[src/rtl/nibble_arith_pkg.sv]
// Shared definitions for the nibble-serial arithmetic blocks: controller states,
// nibble width and the index-width helper.
package nibble_arith_pkg;

  localparam int unsigned NIB_W = 4;

  typedef enum logic [1:0] {
    IDLE,
    RUN,
    DONE
  } state_t;

  // Width of a nibble index; a single-nibble datapath still needs one bit.
  function automatic int unsigned idx_width(input int unsigned n_nib);
    return (n_nib > 1) ? $clog2(n_nib) : 1;
  endfunction

endpackage

[src/rtl/adder_4bit.sv]
// Purely combinational 4-bit adder with carry in/out; the one arithmetic
// resource shared across all nibbles of an operation.
module adder_4bit
  import nibble_arith_pkg::*;
(
  input  logic [NIB_W-1:0] ina,
  input  logic [NIB_W-1:0] inb,
  input  logic             carry_in,
  output logic [NIB_W-1:0] sum_out,
  output logic             carry_out
);

  logic [NIB_W:0] full;

  always_comb begin
    full      = {1'b0, ina} + {1'b0, inb} + {{NIB_W{1'b0}}, carry_in};
    sum_out   = full[NIB_W-1:0];
    carry_out = full[NIB_W];
  end

endmodule

[src/rtl/nibble_serial_adder_ctrl.sv]
// Sequences one shared 4-bit adder over WIDTH-bit operands, LSB nibble first,
// with a registered ripple carry and valid/ready handshakes on both sides.
module nibble_serial_adder_ctrl
  import nibble_arith_pkg::*;
#(
  parameter int unsigned WIDTH = 16
) (
  input  logic             clk,
  input  logic             rst,
  input  logic             in_valid,
  output logic             in_ready,
  input  logic [WIDTH-1:0] op_a,
  input  logic [WIDTH-1:0] op_b,
  input  logic             sub,
  input  logic             carry_in,
  output logic             out_valid,
  input  logic             out_ready,
  output logic [WIDTH-1:0] sum,
  output logic             carry_out,
  output logic             busy
);

  localparam int unsigned N_NIB = WIDTH / NIB_W;
  localparam int unsigned IDX_W = idx_width(N_NIB);
  localparam logic [IDX_W-1:0] LAST_IDX = IDX_W'(N_NIB - 1);

  state_t           state;
  logic [WIDTH-1:0] a_q;
  logic [WIDTH-1:0] b_q;
  logic             carry_q;
  logic [IDX_W-1:0] idx;

  logic [NIB_W-1:0] nib_a;
  logic [NIB_W-1:0] nib_b;
  logic [NIB_W-1:0] nib_sum;
  logic             nib_carry;

  always_comb begin
    nib_a = a_q[idx*NIB_W +: NIB_W];
    nib_b = b_q[idx*NIB_W +: NIB_W];
  end

  adder_4bit u_adder (
    .ina       (nib_a),
    .inb       (nib_b),
    .carry_in  (carry_q),
    .sum_out   (nib_sum),
    .carry_out (nib_carry)
  );

  always_ff @(posedge clk) begin
    if (rst) begin
      state     <= IDLE;
      in_ready  <= 1'b1;
      out_valid <= 1'b0;
      sum       <= '0;
      carry_out <= 1'b0;
      busy      <= 1'b0;
      idx       <= '0;
      carry_q   <= 1'b0;
      a_q       <= '0;
      b_q       <= '0;
    end else begin
      unique case (state)
        IDLE: begin
          if (in_valid && in_ready) begin
            // Subtraction is A + ~B + 1: B is stored inverted and the carry seeds the +1.
            a_q      <= op_a;
            b_q      <= sub ? ~op_b : op_b;
            carry_q  <= sub ? 1'b1 : carry_in;
            idx      <= '0;
            state    <= RUN;
            in_ready <= 1'b0;
            busy     <= 1'b1;
          end
        end
        RUN: begin
          sum[idx*NIB_W +: NIB_W] <= nib_sum;
          carry_q   <= nib_carry;
          carry_out <= nib_carry;
          if (idx == LAST_IDX) begin
            idx       <= '0;
            state     <= DONE;
            out_valid <= 1'b1;
          end else begin
            idx <= idx + IDX_W'(1);
          end
        end
        DONE: begin
          // No accept in this transition: in_ready only rises once IDLE is reached.
          if (out_ready) begin
            state     <= IDLE;
            out_valid <= 1'b0;
            in_ready  <= 1'b1;
            busy      <= 1'b0;
          end
        end
        default: begin
          state     <= IDLE;
          in_ready  <= 1'b1;
          out_valid <= 1'b0;
          busy      <= 1'b0;
        end
      endcase
    end
  end

endmodule

[config.mk]
export PLATFORM = sky130hd
export DESIGN_NAME = nibble_serial_adder_ctrl
export DESIGN_NICKNAME = d
export VERILOG_FILES = /design/src/rtl/nibble_arith_pkg.sv /design/src/rtl/adder_4bit.sv /design/src/rtl/nibble_serial_adder_ctrl.sv
export SDC_FILE = /design/constraint.sdc
export NUM_CORES = 1
export LEC_CHECK = 0
export CORE_MARGIN = 5
export CORE_UTILIZATION = 35
export CTS_CLUSTER_SIZE = 20
export DETAILED_ROUTE_END_ITERATION = 10
export SYNTH_ARGS = -nofsm -noshare
export SYNTH_HDL_FRONTEND = slang
export SYNTH_SLANG_ARGS = --single-unit
export TNS_END_PERCENT = 50
[constraint.sdc]
create_clock -name clk -period 3.8 [get_ports clk]
set_clock_uncertainty 0.05 [all_clocks]
set_input_delay 0.76 -clock clk [delete_from_list [all_inputs] [get_ports clk]]
set_output_delay 0.76 -clock clk [all_outputs]
set_load 0.02 [all_outputs]
-- After elaboration in Yosys (flattened, before gate mapping)
Cells that the tools add are included.
- register bits: 57
- input bits: 38
- output and inout port bits: 20
- word-level logic and storage cells: 55
- add/sub/neg operators: 4
- equality and inequality tests: 6
- shifts and indexed selects: 4
- mux-type cells: 20
- bitwise logic cells: 3
- reduce and logical (&&, ||, !) cells: 8
- operators by type and width (cell ; count):
    negation 4 -> 34 bit ; 1
    variable shift 4 x 34 -> 16 bit (first input constant) ; 1
    indexed part select 4 x 34 -> 16 bit ; 1
    indexed part select 16 x 5 -> 4 bit ; 2
    bitwise mux 16 bit ; 1
    two-way mux 16 bit ; 1
    inverter 16 bit ; 1
    two-way mux 2 bit ; 5
    one-hot mux 1 bit (3 select lines) ; 3
    AND reduction 3 bit ; 3
    two-way mux 1 bit ; 7
    != test 2 bit (second input constant) ; 3
    one-hot mux 2 bit (3 select lines) ; 1
    adder 4 x 4 -> 5 bit ; 1
    adder 5 x 1 -> 5 bit ; 1
    equality test 2 bit (second input constant) ; 2
    one-hot mux 2 bit (2 select lines) ; 1
    AND reduction 2 bit ; 2
    adder 2 x 1 -> 2 bit (second input constant) ; 1
    equality test 2 x 1 -> 1 bit (second input constant) ; 1
    zero test 2 bit ; 1
    inverter 1 bit ; 2
    one-hot mux 1 bit (2 select lines) ; 1
    nonzero test 2 bit ; 1
    logical AND 1 bit ; 1

-- Logic depth before layout (Yosys ltp)
- word-level depth: 5
- gate-level depth with buffers: 8
- mapped depth without buffers: 7

-- By module
From an unflattened synthesis, not the netlist that was laid out.
- cells, all modules: 283
- area, all modules: 2692.6 sq um
- by module, submodules not included (module ; instances ; cells an instance ; area each (sq um) ; sequential area each (sq um)):
    nibble_serial_adder_ctrl ; 1 ; 267 ; 2548.7 ; 1141.1
    adder_4bit ; 1 ; 16 ; 143.9 ; 0.0

-- Worst setup path after synthesis
Ideal clock, no wire load.
- path kind: register to register
- from: register idx[0]
- to: register carry_out
- library setup time: 0.132 ns
- arrival: 2.506 ns
- required time: 3.618 ns
- setup slack: 1.111 ns
- stages on the path, launching flop included: 9
- buffers on the path: 1
- clock period less this slack: 2.689 ns
- cells stage by stage: dfxtp_1 -> buf_4 -> mux4_2 -> fa_1 -> fa_1 -> a21oi_1 -> nor2b_1 -> o21ai_0 -> a21oi_1
- word-level cells in the longest chain between the ends: 3
- elaborated cells on any way between the ends: 4
- those cells by class: add/sub: 2; shift: 2
- ends and longest elaborated chain (item ; line ; source):
    from (decl) ; nibble_serial_adder_ctrl.sv:31 ; logic [IDX_W-1:0] idx;
    from (signal assigned) ; nibble_serial_adder_ctrl.sv:86 ; idx <= idx + IDX_W'(1);
    indexed part select 16 x 5 -> 4 bit (on tied branches) ; nibble_serial_adder_ctrl.sv:39, nibble_serial_adder_ctrl.sv:40 ;
    adder 4 x 4 -> 5 bit (*) ; adder_4bit.sv:16 ; full = {1'b0, ina} + {1'b0, inb} + {{NIB_W{1'b0}}, carry_in};
    adder 5 x 1 -> 5 bit (*) ; adder_4bit.sv:16 ;
    to (signal assigned) ; nibble_serial_adder_ctrl.sv:80 ; carry_out <= nib_carry;
    to (decl) ; nibble_serial_adder_ctrl.sv:19 ; output logic carry_out,
Mark *: on every way between the ends. The rest lies on a longest branch, timed or not.
A chain may end at the register's enable or synchronous reset.

-- Worst setup path after layout
Ends and elaborated chain as after synthesis.

==> impl_metrics.env <==
export IMPL_status="completed"
export IMPL_via_count=2138
export IMPL_ant_nets=0
export IMPL_grt_total_usage_pct=13.1
export IMPL_io_pins=58
export IMPL_numCtsBuffers=9
export IMPL_port_buffers=57
export IMPL_htree_levels=3
export IMPL_synth_ff_type="dfxtp_1"
export IMPL_powerDensity_nw_per_um2=410
export IMPL_fin_setup_tns_ns=0
export IMPL_ys_types=38
export IMPL_clkLatencyLatePin_ns=0.33
export IMPL_netlist_area_um2=2700
export IMPL_synth_edf_count=0
export IMPL_fin_crit_ns=2.90
export IMPL_max_clock_path_buffers=2
export IMPL_place_inst=428
export IMPL_yosys_warnings=0
export IMPL_core_um2=7610
export IMPL_grt_pass1_wl_mm=10.2
export IMPL_core_rowCount=32
export IMPL_crit_required_ns=3.91
export IMPL_rsz0062_at_grt="false"
export IMPL_start_util_pct=35.5
export IMPL_max_freq_mhz=345
export IMPL_ctsResizeCount=0
export IMPL_crit_slowest_cell="dfxtp_1"
export IMPL_clock_sinks=57
export IMPL_ys_async_sr_fraction_pct=0
export IMPL_setup_viol=0
export IMPL_yosysSeqAreaShare_pct=42.2
export IMPL_worst_ep_arrival_time_ns=3.01
export IMPL_grt_start_max_net_pins=61
export IMPL_dr_pass1_iters=4
export IMPL_avgSynthCellArea_um2=9.45
export IMPL_drive_above_1_share_pct=10.3
export IMPL_path_max_fanout=11
export IMPL_cp_end_kind="register"
export IMPL_drt_iter0_markers=57
export IMPL_clk_pin_slew_ns=0.06
export IMPL_diodes=0
export IMPL_drcViolationCount=0
export IMPL_grt_pass1_vias=2183
export IMPL_max_stage_delay_ns=0.69
export IMPL_cts_hold_buf=0
export IMPL_critical_path_class="register to register"
export IMPL_tightest_slew_ns=1.06
export IMPL_dieArea_um2=9580
export IMPL_worst_setup_path_start_kind="register"
export IMPL_wire_per_inst_um=13.3
export IMPL_syn2layout_area_growth_pct=28.1
export IMPL_maxCapViolCount=0
export IMPL_syn_inst=286
export IMPL_finalHoldViolCount=0
export IMPL_cts_tree="built"
export IMPL_finalWirelength_mm=5.86
export IMPL_dp_hpwl_mm=4.38
export IMPL_ff_latch_area_um2=1140
export IMPL_fill_cells=778
export IMPL_stdcell_count=441
export IMPL_synth_nets=335
export IMPL_routed_via_density=4.85
export IMPL_timing_slew_headroom_pct=29.2
export IMPL_final_cell_area_um2=3460
export IMPL_peakVddDrop_mv=0.174
export IMPL_place_area_um2=3290
export IMPL_ys_seq_elements=57
export IMPL_fin_crit_sh_pct=76.2
export IMPL_gp_congestion=0.713
export IMPL_cts_setup_buffers=0
export IMPL_dp_slack_ns=0.858
export IMPL_maxSlewViolCount=0
export IMPL_power_w=0.00142
export IMPL_multiInputGateArea_um2=1420
export IMPL_die_w_um=97.9
export IMPL_leakage_nw=1.22
export IMPL_antenna_found_initial=0
export IMPL_dieHeight_um=97.9
export IMPL_path_cells="mux4_2 > fa_1 > fa_1 > a21oi_1 > nor2b_1 > o21ai_0 > a21oi_1"
export IMPL_fin_nets=386
export IMPL_worst_slack_ns=0.903
export IMPL_grt_overflow_total=0
export IMPL_worstHoldPathType="register to register"
export IMPL_cts_root_buf="clkbuf_8"
-- report_power, final --
group          internal (W)  total [W]  leakage [nW]  switching, W
sequential         0.000635   0.000666         0.466     0.0000306
combinational      0.000127   0.000258         0.663      0.000131
clock              0.000279   0.000495        0.0875      0.000216
total               0.00104    0.00142          1.22      0.000378
-- cell usage after synthesis, drive strengths merged (2+ instances only) --
library cell | number | share of area [%]
clkbuf | 8 | 1.1
a22oi | 12 | 3.3
fa | 2 | 1.5
nand2b | 5 | 1.4
o21bai | 3 | 0.83
xnor2 | 16 | 5.2
nor2 | 37 | 5.1
buf | 12 | 3.6
a211oi | 17 | 5.1
mux4 | 8 | 6.7
dfxtp | 57 | 42
a31oi | 2 | 0.46
nand2 | 44 | 6.2
o21ai | 5 | 0.93
inv | 3 | 0.42
nor3 | 3 | 0.97
a21oi | 27 | 5.1
nand3b | 3 | 0.83
and3 | 2 | 0.46
ha | 9 | 4.2
nor4 | 2 | 1.6
-- flip-flops by register name, summed over array words and instances, names as in the netlist --
register / cells
a_q: 16
b_q: 16
busy: 1
carry_out: 1
carry_q: 1
idx: 2
in_ready: 1
out_valid: 1
state: 2
sum: 16
-- final timing paths --
check	start	end	slack [ns]	cells past startpoint
worst max-delay path	idx[0]$_SDFFE_PP0P_	carry_out$_SDFFE_PP0P_	0.90	7
worst min-delay path	a_q[14]$_SDFFE_PP0P_	a_q[14]$_SDFFE_PP0P_	0.40	2
worst max register to register	idx[0]$_SDFFE_PP0P_	carry_out$_SDFFE_PP0P_	0.90	7
worst min register to register	a_q[14]$_SDFFE_PP0P_	a_q[14]$_SDFFE_PP0P_	0.40	2
-- critical path, delay by kind of cell (launching register included) --
family	cells	cell delay (ns)
and+or+nand+nor	1	0.05
DFF	1	0.69
muxes	1	0.59
AOI/OAI and AO/OA	3	0.45
adders and majority gates	2	0.88
-- logic make-up after synthesis --
family                   Yosys count  share of synthesized area, %
adder cells (fa/ha/maj)           11                          5.65
multiplexers                       8                          6.67
flip-flops                        57                          42.2
AO/OA/AOI/OAI                     69                          16.6
AND/OR/NAND/NOR                  101                          18.3
XOR/XNOR                          17                          5.51
buffers and inverters             23                          5.09
-- metrics by stage --
stage,util (%),hold WS [ns]
floorplan,-,0.383
global placement,43.3,0.393
detailed placement,43.3,0.399
CTS,45.5,0.407
global route,45.5,0.423
finish,45.5,0.403
-- layer usage --
metal	track usage [%]	routed length [µm]	vias to the layer above	part of all wire, %
li1	-	-	1095	-
met1	16.5	2730	984	47
met2	20.3	2720	49	46
met3	5.00	321	10	5.5
met4	5.11	84	0	1.4
met5	0	0	-	0
-- area by class of cell --
cell class | count | area share (%)
Clock buffer | 13 | 4.88
Inverter | 3 | 0.325
Timing Repair Buffer | 60 | 17.0
Tap cell | 102 | 3.69
Multi-Input combinational cell | 206 | 41.1
Sequential cell | 57 | 33.0
-- layout by cell type (no fill, tap or decap), types with 3 or more instances in the layout --
cell type / instances
xnor2_1: 16
o21bai_1: 3
dfxtp_1: 57
clkbuf_8: 12
a21oi_1: 26
clkdlybuf4s50_1: 56
mux4_2: 8
buf_4: 3
nor2_1: 37
inv_1: 3
ha_1: 9
nand3b_1: 3
a211oi_1: 15
a22oi_1: 12
o21ai_0: 5
nand2_1: 43
nand2b_1: 4
No activity file was read; power rests on OpenSTA's default activity.
